### config.mk
export PLATFORM = sky130hd
export DESIGN_NAME = result_fifo
export DESIGN_NICKNAME = d
export VERILOG_FILES = /design/src/rtl/result_fifo_pkg.sv /design/src/rtl/fifo_mem.sv /design/src/rtl/result_fifo.sv
export SDC_FILE = /design/constraint.sdc
export NUM_CORES = 1
export LEC_CHECK = 0
export BUFFER_PORTS_ARGS = -buffer_cell sky130_fd_sc_hd__buf_2
export CAP_MARGIN = 20
export CORE_MARGIN = 1
export CORE_UTILIZATION = 45
export DETAILED_ROUTE_END_ITERATION = 7
export MAX_ROUTING_LAYER = met4
export PLACE_DENSITY = 0.75
export REMOVE_ABC_BUFFERS = 1
export SETUP_SLACK_MARGIN = 0.2
export SYNTH_ARGS = -nofsm -noshare
export SYNTH_HDL_FRONTEND = slang
export SYNTH_SLANG_ARGS = --single-unit
### constraint.sdc
create_clock -name clk -period 4.04 [get_ports clk]
set_clock_uncertainty 0.2 [all_clocks]
set_input_delay 0.808 -clock clk [delete_from_list [all_inputs] [get_ports clk]]
set_output_delay 0.808 -clock clk [all_outputs]
set_load 0.01 [all_outputs]
### src/rtl/result_fifo_pkg.sv
// Shared constants for the result FIFO: default geometry and FSM state encoding.
package result_fifo_pkg;

  localparam int DEFAULT_WIDTH = 8;
  localparam int DEFAULT_DEPTH = 4;

  // Occupancy state; the encoding is visible on the state output.
  typedef enum logic [1:0] {
    ST_EMPTY   = 2'b00,
    ST_PARTIAL = 2'b01,
    ST_FULL    = 2'b10
  } state_t;

endpackage

### src/rtl/fifo_mem.sv
// Storage array for the result FIFO.
// One synchronous write port and one asynchronous read port. There is no reset,
// because valid entries are tracked entirely by the pointers and count.
module fifo_mem #(
  parameter int WIDTH = 8,
  parameter int DEPTH = 4,
  parameter int AW    = $clog2(DEPTH)
) (
  input  logic             clk,
  input  logic             we_i,
  input  logic [AW-1:0]    waddr_i,
  input  logic [WIDTH-1:0] wdata_i,
  input  logic [AW-1:0]    raddr_i,
  output logic [WIDTH-1:0] rdata_o
);

  logic [WIDTH-1:0] mem_q [DEPTH];

  // Write the addressed entry on an accepted push.
  always_ff @(posedge clk) begin
    if (we_i) begin
      mem_q[waddr_i] <= wdata_i;
    end
  end

  // The read is combinational, so the head entry appears as soon as it is written.
  assign rdata_o = mem_q[raddr_i];

endmodule

### src/rtl/result_fifo.sv
// Result FIFO that buffers words from the logic stage for a downstream consumer.
//
// Handshake: a word moves across an interface on a rising edge exactly when
// valid and ready are both 1 on that interface. The producer must hold in_data
// and in_valid stable until it sees in_ready. in_ready depends only on state
// and does not depend on out_ready, so a full FIFO refuses a push even when the
// same edge pops a word. out_valid depends only on state, so there is no
// same-cycle bypass.
module result_fifo
  import result_fifo_pkg::*;
#(
  parameter int WIDTH = DEFAULT_WIDTH,
  parameter int DEPTH = DEFAULT_DEPTH
) (
  input  logic                     clk,
  input  logic                     rst,
  input  logic [WIDTH-1:0]         in_data,
  input  logic                     in_valid,
  output logic                     in_ready,
  output logic [WIDTH-1:0]         out_data,
  output logic                     out_valid,
  input  logic                     out_ready,
  output logic [$clog2(DEPTH):0]   count,
  output logic [1:0]               state
);

  localparam int AW = $clog2(DEPTH);
  localparam int CW = AW + 1;

  state_t        state_q, state_d;
  logic [AW-1:0] wr_ptr_q, wr_ptr_d;
  logic [AW-1:0] rd_ptr_q, rd_ptr_d;
  logic [CW-1:0] count_q, count_d;
  logic          push, pop;

  assign in_ready  = (state_q != ST_FULL);
  assign out_valid = (state_q != ST_EMPTY);
  assign push      = in_valid & in_ready;
  assign pop       = out_valid & out_ready;

  // Compute the next pointers, count and occupancy state.
  // Pointers are exactly AW bits wide, so they wrap naturally.
  always_comb begin
    wr_ptr_d = wr_ptr_q;
    rd_ptr_d = rd_ptr_q;
    count_d  = count_q;
    state_d  = state_q;
    if (push) wr_ptr_d = wr_ptr_q + AW'(1);
    if (pop)  rd_ptr_d = rd_ptr_q + AW'(1);
    if (push && !pop) begin
      count_d = count_q + CW'(1);
      state_d = (count_q == CW'(DEPTH - 1)) ? ST_FULL : ST_PARTIAL;
    end else if (pop && !push) begin
      count_d = count_q - CW'(1);
      state_d = (count_q == CW'(1)) ? ST_EMPTY : ST_PARTIAL;
    end
  end

  // Register the FSM, pointers and count. Reset is asynchronous and discards all
  // stored words.
  always_ff @(posedge clk or posedge rst) begin
    if (rst) begin
      state_q  <= ST_EMPTY;
      wr_ptr_q <= '0;
      rd_ptr_q <= '0;
      count_q  <= '0;
    end else begin
      state_q  <= state_d;
      wr_ptr_q <= wr_ptr_d;
      rd_ptr_q <= rd_ptr_d;
      count_q  <= count_d;
    end
  end

  assign count = count_q;
  assign state = state_q;

  fifo_mem #(
    .WIDTH (WIDTH),
    .DEPTH (DEPTH),
    .AW    (AW)
  ) u_mem (
    .clk     (clk),
    .we_i    (push),
    .waddr_i (wr_ptr_q),
    .wdata_i (in_data),
    .raddr_i (rd_ptr_q),
    .rdata_o (out_data)
  );

endmodule

==> impl_metrics.csv, run 1 <==
group,metric,value,unit
status,outcome,"finished clean",
timing,report.final.slew_viol_count,0,
cells_and_area,nets,151,
timing,fmax,364,MHz
timing,max_slew_margin,0.607,
floorplan,fp.dieW,64.0,um
pwr,p_per_area,706,mW/mm^2
cells_and_area,areaGrowthSynthToFinish,16.8,%
timing,setup_viol,0,
detailed_routing,vias,914,
worst_setup_path,slowest_delay,720,ps
global_routing,grt_usage,0.159,
detailed_routing,drtPass1Iterations,4,
run,maxCapViolCount,0,
clocking,cts.sinks,41,
synthesis,syn_area_per_cell,17.5,sq um
detailed_routing,vias_per_cell,5.13,
floorplan,dieHeight,64.0,um
synthesis,synth_ff_type,"edfxtp_1",
synthesis,ys_types,25,
clocking,clk_path_buf_depth,2,
timing,tightest_slew,589,ps
clocking,root_buffer,"clkbuf_8",
clocking,clk_pin_slew_worst_paths,80,ps
floorplan,ioPinCount,27,
clocking,worstSkewPairLatency,280,ps
worst_setup_path,end_kind,"output pin",
floorplan,die_area,0.00409,sq mm
synthesis,synth-async-reset-ratio,0.220,
timing,hold_viol,0,
global_routing,grt_pass1_wl,4.66,mm
synthesis,synthTopCellsByCount,"edfxtp_1, ha_1, dfrtp_1",
worst_setup_path,cp_top_family,"flip-flops",
timing,min_period,2740,ps
synthesis,synth_top_area_frac,0.556,
hold_path,min_path_type,"input port to async pin",
global_routing,grt_pass1_vias,931,
clocking,h-tree-depth,2,
global_routing,grt_max_degree,14,
floorplan,rows,22,
worst_setup_path,worstPathMaxFanout,10,
timing,whs,280,ps
worst_setup_path,crit_chain,"mux4_2, buf_2",
clocking,cts_resized,0,
pwr,max-vdd-ir-drop,0.310,mV
worst_setup_path,required,3030,ps
synthesis,yosysTopAreaCell,"edfxtp_1",
clocking,tritoncts,"built",
timing,rsz0062_at_grt,"false",
synthesis,yosysSeqAreaShare,0.686,
floorplan,core,0.00366,sq mm
pwr,p_leak,0.000810,uW
clocking,cts_hold_buf,0,
pwr,total_power,1430,uW
placement,place.gp.congestion,0.707,
synthesis,yosysMostFrequentCell,"edfxtp_1",
synthesis,ys_seq_elements,41,
detailed_routing,ant_nets,0,
detailed_routing,wl_per_cell,15.6,um
clocking,cts_buffers,5,
detailed_routing,drcViolationCount,0,
global_routing,antenna_found_initial,0,
timing,finalCritPeriodShare,0.679,
worst_setup_path,crit_type,"flip-flop to output pin",
synthesis,syn-cell-area,0.00173,sq mm
cells_and_area,nFillCells,294,
clocking,cts_setup_buffers,0,
cells_and_area,drive_gt1_frac,0.338,
worst_setup_path,critPathBufInv,1,
detailed_routing,initialDrtViolationCount,31,
synthesis,syn_inst,99,
synthesis,synth_edf_count,32,
detailed_routing,routed_wl,2.77,mm
global_routing,overflow,0,
synthesis,ys_top_cells_by_area,"edfxtp_1, dfrtp_1, mux4_2",
worst_setup_path,worst_path_max_delay_cell,"dfrtp_1",
floorplan,start_util,0.472,
synthesis,yosysWarnings,0,
timing,setup-tns-final,0,ps
cells_and_area,antenna_cells,0,
worst_setup_path,cp-start-kind,"flip-flop",
placement,port_buffers,26,
worst_setup_path,critical_path_arrival,1740,ps
placement,dpl.hpwl,2.01,mm
## metal layers
layer  global-route usage  share of wire  vias up
met4               0.0341         0.0090        0
li1                     -              -      429
met5                    -              0        -
met2                0.255           0.50       29
met1                0.197           0.44      454
met3               0.0500          0.053        2
## path summary, 6_finish.rpt
check / start / to / slack [ps] / cells after the start
max in group asynchronous: rst / rd_ptr_q[0] / 3090 / 2
min reg2reg: count[1] / count[1] / 340 / 2
max: rd_ptr_q[0] / out_data[4] / 1300 / 2
max reg2reg: state[1] / count[2] / 2110 / 5
min: rst / rd_ptr_q[1] / 280 / 2
min in group clk: count[1] / count[1] / 340 / 2
## through the flow
step	utilization	instance area [sq um]	std cells	setup slack [ps]
global placement	0.518	1900	170	1580
global route	0.551	2020	178	1170
detailed placement	0.518	1900	170	1560
CTS	0.551	2020	178	1240
floorplan	-	1710	96	1830
finish	0.551	2020	178	1300
## cell usage in the layout, fill, tap and decap left out, types with 2 or more instances in the layout
cell type / n
inv_1: 6
mux4_2: 8
a21oi_1: 2
and3_1: 4
buf_2: 26
dfrtp_1: 9
clkbuf_8: 6
o21ai_0: 3
ha_1: 10
nand2_1: 5
a21o_1: 2
nand3_1: 2
xnor2_1: 3
edfxtp_1: 32
## cells by family (layout without fill, tap and decap cells)
group	Yosys count	count (layout)	share of synthesized area
buffers and inverters	9	40	0.0246
AND/OR/NAND/NOR	18	18	0.0594
AO/OA/AOI/OAI	9	9	0.0326
XOR/XNOR	4	4	0.0203
adder cells (fa/ha/maj)	10	10	0.0724
multiplexers	8	8	0.104
flip-flops	41	41	0.686
## where the power goes
group	leakage (uW)	internal, uW	switching (uW)
sequential	0.000401	565	92.2
clock	0.0000574	201	136
combinational	0.000352	223	209
total	0.000810	988	437
## state kept, by name, indices dropped and copies added, names as in the netlist
register	cells
state	2
u_mem.mem_q	32
wr_ptr_q	2
rd_ptr_q	2
count	3
## cell type report
type,count,area [sq um],area share
clock buffer,6,82.6,0.0409
clock inverter,2,37.5,0.0186
inverter,6,22.5,0.0112
multi-input combinational,49,499,0.247
sequential,41,1190,0.588
tap,48,60.1,0.0298
timing repair buffer,26,130,0.0645
(Power assumes the default switching activity.)
==> run 2, diff against run 1 <==
--- a/config.mk
+++ b/config.mk
@@ -5,13 +5,14 @@
 export SDC_FILE = /design/constraint.sdc
 export NUM_CORES = 1
 export LEC_CHECK = 0
+export ABC_AREA = 1
 export BUFFER_PORTS_ARGS = -buffer_cell sky130_fd_sc_hd__buf_2
 export CAP_MARGIN = 20
 export CORE_MARGIN = 1
 export CORE_UTILIZATION = 45
 export DETAILED_ROUTE_END_ITERATION = 7
 export MAX_ROUTING_LAYER = met4
-export PLACE_DENSITY = 0.75
+export PLACE_DENSITY = 0.74
 export REMOVE_ABC_BUFFERS = 1
 export SETUP_SLACK_MARGIN = 0.2
 export SYNTH_ARGS = -nofsm -noshare
==> constraint.sdc (replaced) <==
create_clock -name clk -period 2.85 [get_ports clk]
set_clock_uncertainty 0.2 [all_clocks]
set_input_delay 0.57 -clock clk [delete_from_list [all_inputs] [get_ports clk]]
set_output_delay 0.57 -clock clk [all_outputs]
set_load 0.01 [all_outputs]
==> run 2 against run 1 <==
Power up 41%. Sequential share of layout area decreased by 4.0 points. Critical path depth is 4 higher. Combinational power is 81% higher. Critical path type unchanged. Highest routed layer unchanged.
==> impl_metrics.csv, run 2 <==
group,metric,value,unit
status,outcome,"finished clean",
clocking,cts_resized,0,
cells_and_area,areaGrowthSynthToFinish,12.5,%
cells_and_area,antenna_cells,0,
timing,report.final.slew_viol_count,0,
synthesis,synth_compound_area_frac,0.0650,
clocking,clk_pin_slew_worst_paths,80,ps
cells_and_area,largest_register,"u_mem.mem_q",
run,maxCapViolCount,0,
pwr,max-vdd-ir-drop,0.419,mV
synthesis,synthAdderAreaFrac,0.0650,
clocking,h-tree-depth,2,
synthesis,synthTopCellsByCount,"nand2_1, edfxtp_1, inv_1",
worst_setup_path,required,2080,ps
synthesis,synth_ff_type,"edfxtp_1",
placement,dpl.hpwl,2.13,mm
synthesis,yosysWarnings,0,
clocking,clk_path_buf_depth,2,
cells_and_area,nets,237,
detailed_routing,vias_per_cell,4.62,
timing,setup-tns-final,0,ps
clocking,cts.sinks,41,
detailed_routing,ant_nets,0,
detailed_routing,drcViolationCount,0,
pwr,p_leak,0.00101,uW
global_routing,grt_pass1_vias,1185,
synthesis,synthSimpleGateAreaFrac,0.163,
synthesis,synth-async-reset-ratio,0.220,
timing,whs,23.0,ps
pwr,pwr-share-seq,0.426,
synthesis,synth_xor_area_frac,0.00455,
worst_setup_path,end_kind,"output pin",
worst_setup_path,worst_path_max_delay_cell,"dfrtp_1",
floorplan,ioPinCount,27,
worst_setup_path,cp-start-kind,"flip-flop",
hold_path,min_path_type,"input port to async pin",
timing,finalCritPeriodShare,0.853,
clocking,root_buffer,"clkbuf_8",
synthesis,synth_top_family_by_area,"simple AND/OR/NAND/NOR gates",
cells_and_area,final_common_cell,"nand2_1",
detailed_routing,vias,1230,
floorplan,rows,23,
synthesis,syn_inst,183,
synthesis,syn-cell-area,0.00193,sq mm
detailed_routing,initialDrtViolationCount,109,
timing,min_period,2430,ps
global_routing,grt_pass1_wl,5.22,mm
worst_setup_path,critPathBufInv,2,
floorplan,die_area,0.00454,sq mm
pwr,internal_power,1240,uW
worst_setup_path,cp_top_family,"flip-flops",
timing,tightest_slew,761,ps
global_routing,grt_usage,0.168,
synthesis,ys_types,17,
clocking,worstSkewPairLatency,290,ps
global_routing,antenna_found_initial,0,
worst_setup_path,crit_type,"flip-flop to output pin",
cells_and_area,drive_gt1_frac,0.231,
worst_setup_path,cp_common_cell,"nor2_1",
synthesis,yosysMostFrequentCell,"nand2_1",
clocking,cts_setup_buffers,0,
timing,fmax,411,MHz
detailed_routing,routed_wl,3.10,mm
clocking,tritoncts,"built",
clocking,cts_buffers,5,
floorplan,dieHeight,67.4,um
worst_setup_path,crit_chain,"buf_4, nor2_1, nor2_1, o21ai_0, nand2_1, buf_2",
clocking,cts_hold_buf,0,
timing,setup_viol,0,
pwr,p_comb_frac,0.390,
synthesis,syn_area_per_cell,10.5,sq um
synthesis,yosysTopAreaCell,"edfxtp_1",
synthesis,ys_seq_elements,41,
timing,max_slew_margin,0.491,
timing,hold_viol,0,
worst_setup_path,worstPathMaxFanout,17,
detailed_routing,drtPass1Iterations,4,
pwr,p_sw,771,uW
detailed_routing,wl_per_cell,11.6,um
synthesis,muxShareOfSynthArea,0,
synthesis,synth_edf_count,32,
synthesis,yosysSeqAreaShare,0.616,
floorplan,start_util,0.475,
global_routing,overflow,0,
pwr,pwr-share-clk,0.184,
timing,rsz0062_at_grt,"false",
pwr,switching_share,0.384,
placement,port_buffers,26,
placement,place.gp.congestion,0.785,
pwr,p_per_area,927,mW/mm^2
synthesis,synth_top_area_frac,0.499,
worst_setup_path,critical_path_arrival,1660,ps
worst_setup_path,slowest_delay,620,ps
cells_and_area,largest_reg_flops,32,
synthesis,ys_top_cells_by_area,"edfxtp_1, dfrtp_1, nand2_1",
global_routing,grt_max_degree,18,
floorplan,fp.dieW,67.4,um
floorplan,core,0.00406,sq mm
cells_and_area,most-common-layout-cells,"nand2_1, edfxtp_1, inv_1, buf_2, nor2_1",
-- run 2: routing by layer --
metal / global-route usage / routed length (um)
met1: 0.207 / 1400
met2: 0.263 / 1530
met3: 0.0321 / 118
met4: 0.0851 / 47
met5: - / 0
-- run 2: final cells by class --
class,count,area (sq um)
fillers,351,1890
flip-flops and latches,41,1190
multi-input cells,110,573
repair buffers,29,153
inverters,28,105
clock buffers,5,68.8
well taps,50,62.6
clock inverters,3,17.5
-- run 2: cell families after synthesis --
kind of cell               after synthesis
buffers and inverters                   32
AOI/OAI and AO/OA                       19
adders and majority gates               10
and+or+nand+nor                         80
DFF                                     41
xor gates and xnor gates                 1
-- run 2: metrics by stage --
stage | cells | area [sq um] | util | total power (uW) | worst slack (ps)
6_report | 266 | 2170 | 0.534 | 2010 | 419
5_1_grt | 266 | 2170 | 0.534 | 2190 | 243
4_1_cts | 266 | 2170 | 0.534 | 2030 | 405
3_5_place_dp | 258 | 2080 | 0.512 | 1660 | 753
3_3_place_gp | 258 | 2080 | 0.512 | 1640 | 759
2_1_floorplan | 179 | 1860 | - | 1390 | 783
-- run 2: power groups by stage --
stage | Sequential, uW | Clock, uW | Combinational (uW)
final | 856 | 370 | 784
after global routing | 871 | 401 | 923
after CTS | 857 | 376 | 794
after detailed placement | 869 | 0 | 788
after global placement | 867 | 0 | 771
after floorplan | 897 | 0 | 496
-- run 2: final timing paths --
kind	to	slack, ps	startpoint	cells past startpoint
max in group asynchronous	wr_ptr_q[1]	2160	rst	2
worst min-delay path	rd_ptr_q[0]	20	rst	2
min in group clk	u_mem.mem_q[1][7]	290	in_data[7]	1
worst min register to register	state[0]	330	state[0]	2
worst max-delay path	out_data[4]	420	rd_ptr_q[0]	6
worst max register to register	u_mem.mem_q[2][6]	970	wr_ptr_q[0]	4
==> run 3, diff against run 2 <==
--- a/config.mk
+++ b/config.mk
@@ -9,12 +9,12 @@
 export BUFFER_PORTS_ARGS = -buffer_cell sky130_fd_sc_hd__buf_2
 export CAP_MARGIN = 20
 export CORE_MARGIN = 1
-export CORE_UTILIZATION = 45
+export CORE_UTILIZATION = 31
 export DETAILED_ROUTE_END_ITERATION = 7
 export MAX_ROUTING_LAYER = met4
-export PLACE_DENSITY = 0.74
+export PLACE_DENSITY = 0.57
 export REMOVE_ABC_BUFFERS = 1
-export SETUP_SLACK_MARGIN = 0.2
+export SETUP_SLACK_MARGIN = 0.5
 export SYNTH_ARGS = -nofsm -noshare
 export SYNTH_HDL_FRONTEND = slang
 export SYNTH_SLANG_ARGS = --single-unit
==> run 3 against run 2 <==
Critical path depth down 1. Global-route usage down 4.8 points. Combinational power up 8.3%. Utilization down 15 points. Non-clock buffer count up 4. Critical path type unchanged.
==> impl_metrics.csv, run 3 (synthesis gave the netlist of run 2 again) <==
group,metric,value,unit
detailed_routing,drcViolationCount,0,
timing,hold_viol,0,
floorplan,die_area,0.00653,sq mm
global_routing,overflow,0,
floorplan,fp.dieW,80.8,um
placement,place.gp.congestion,0.767,
timing,setup_viol,0,
worst_setup_path,reg2reg_to,"count[2]",
timing,fmax,470,MHz
worst_setup_path,required,2080,ps
clocking,worstSkewPairLatency,290,ps
worst_setup_path,cp_top_family,"flip-flops",
cells_and_area,nets,241,
worst_setup_path,crit_chain,"buf_12, inv_2, o21ai_0, nand2_1, buf_2",
pwr,max-vdd-ir-drop,0.374,mV
run,maxCapViolCount,0,
cells_and_area,final_common_cell,"nand2_1",
global_routing,grt_usage,0.120,
timing,finalCritPeriodShare,0.747,
detailed_routing,wl_per_cell,11.2,um
timing,min_period,2130,ps
clocking,root_buffer,"clkbuf_8",
timing,rsz0062_at_grt,"false",
worst_setup_path,worstPathMaxFanout,19,
worst_setup_path,ff2ff_path_depth,10,
floorplan,ioPinCount,27,
placement,dpl.hpwl,2.32,mm
floorplan,core,0.00596,sq mm
worst_setup_path,end_kind,"output pin",
cells_and_area,nFillCells,591,
worst_setup_path,cp-start-kind,"flip-flop",
floorplan,rows,28,
worst_setup_path,critPathBufInv,3,
global_routing,grt_max_degree,20,
placement,place_area,0.00214,sq mm
clocking,clk_path_buf_depth,2,
clocking,h-tree-depth,2,
worst_setup_path,critical_path_arrival,1360,ps
clocking,cts_buffers,5,
clocking,tritoncts,"built",
clocking,cts.sinks,41,
detailed_routing,vias,1258,
cells_and_area,area.sequential,0.00119,sq mm
placement,port_buffers,26,
worst_setup_path,r2r_slack,990,ps
pwr,p_leak,0.00104,uW
detailed_routing,ant_nets,0,
worst_setup_path,worst_path_max_delay_cell,"dfrtp_2",
cells_and_area,drive_gt1_frac,0.245,
worst_setup_path,path_depth,5,
cells_and_area,multi_input_area,573,sq um
floorplan,dieHeight,80.8,um
cells_and_area,final_area,0.00226,sq mm
worst_setup_path,crit_type,"flip-flop to output pin",
detailed_routing,drtPass1Iterations,4,
status,outcome,"finished clean",
global_routing,antenna_found_initial,0,
global_routing,grt_pass1_vias,1153,
hold_path,min_path_type,"input port to async pin",
detailed_routing,vias_per_cell,4.26,
global_routing,grt_use_met2,0.184,
global_routing,grt_util_met3,0.0416,
pwr,p_per_area,948,mW/mm^2
timing,max_slew_margin,0.766,
global_routing,busiest_layer,"met2",
timing,report.final.slew_viol_count,0,
timing,tightest_slew,351,ps
global_routing,grt_use_met1,0.141,
cells_and_area,largest_reg_flops,32,
floorplan,start_util,0.323,
cells_and_area,antenna_cells,0,
global_routing,grt_pass1_wl,5.46,mm
cells_and_area,largest_register,"u_mem.mem_q",
worst_setup_path,r2r-start,"state[0]",
timing,setup-tns-final,0,ps
worst_setup_path,slowest_delay,440,ps
cells_and_area,areaGrowthSynthToFinish,17.6,%
detailed_routing,routed_wl,3.30,mm
cells_and_area,most-common-layout-cells,"nand2_1, edfxtp_1, inv_1, buf_2, nor2_1",
clocking,clk_pin_slew_worst_paths,70,ps
detailed_routing,initialDrtViolationCount,45,
-- run 3: cell type report --
| cell class | instances | area share |
|---|---|---|
| sequential | 41 | 0.524 |
| multi-input combinational | 110 | 0.253 |
| timing repair buffer | 33 | 0.0862 |
| inverter | 28 | 0.0464 |
| tap | 75 | 0.0414 |
| clock buffer | 5 | 0.0304 |
| clock inverter | 3 | 0.0182 |
-- run 3: what timing repair did --
item / CTS / global route
resized for setup: 1 / 0
setup buffers: 0 / 2
hold buffers: 0 / 0
pin swaps: 0 / 0
endpoints found under the setup margin: 2 / 5
-- run 3: report_power, final --
part	internal, uW	switching [uW]	total (uW)
logic	340	509	849
clock network	258	197	454
registers	773	71.0	844
-- run 3: worst reg2reg max path, delay by kind of cell (launching register included) --
kind	cells	cell delay (ps)
AO/OA/AOI/OAI	1	120
adder cells (fa/ha/maj)	1	340
AND/OR/NAND/NOR	4	320
buffers and inverters	4	430
flip-flops	1	400
-- run 3: worst max-delay path by stage --
stage	startpoint	to	slack, ps
after floorplan	rd_ptr_q[0]	out_data[0]	780
after global placement	rd_ptr_q[0]	out_data[2]	830
after detailed placement	rd_ptr_q[0]	out_data[2]	820
after CTS	rd_ptr_q[0]	out_data[2]	590
after global routing	rd_ptr_q[0]	out_data[1]	600
final	rd_ptr_q[0]	out_data[2]	720
-- run 3: routing by layer --
metal | share of wire | up-vias
li1 | - | 650
met1 | 0.48 | 584
met2 | 0.46 | 19
met3 | 0.043 | 5
met4 | 0.020 | 0
met5 | 0 | -
-- run 3: stage by stage --
stage           util  instances  worst slack (ps)  total power (uW)  hold WS, ps
3_3_place_gp   0.359        285               826              1690          311
6_report       0.380        295               722              2150         26.3
3_5_place_dp   0.359        285               817              1700          309
2_1_floorplan      -        179               783              1390          198
4_1_cts        0.378        293               587              2160         40.2
5_1_grt        0.380        295               599              2330         64.3
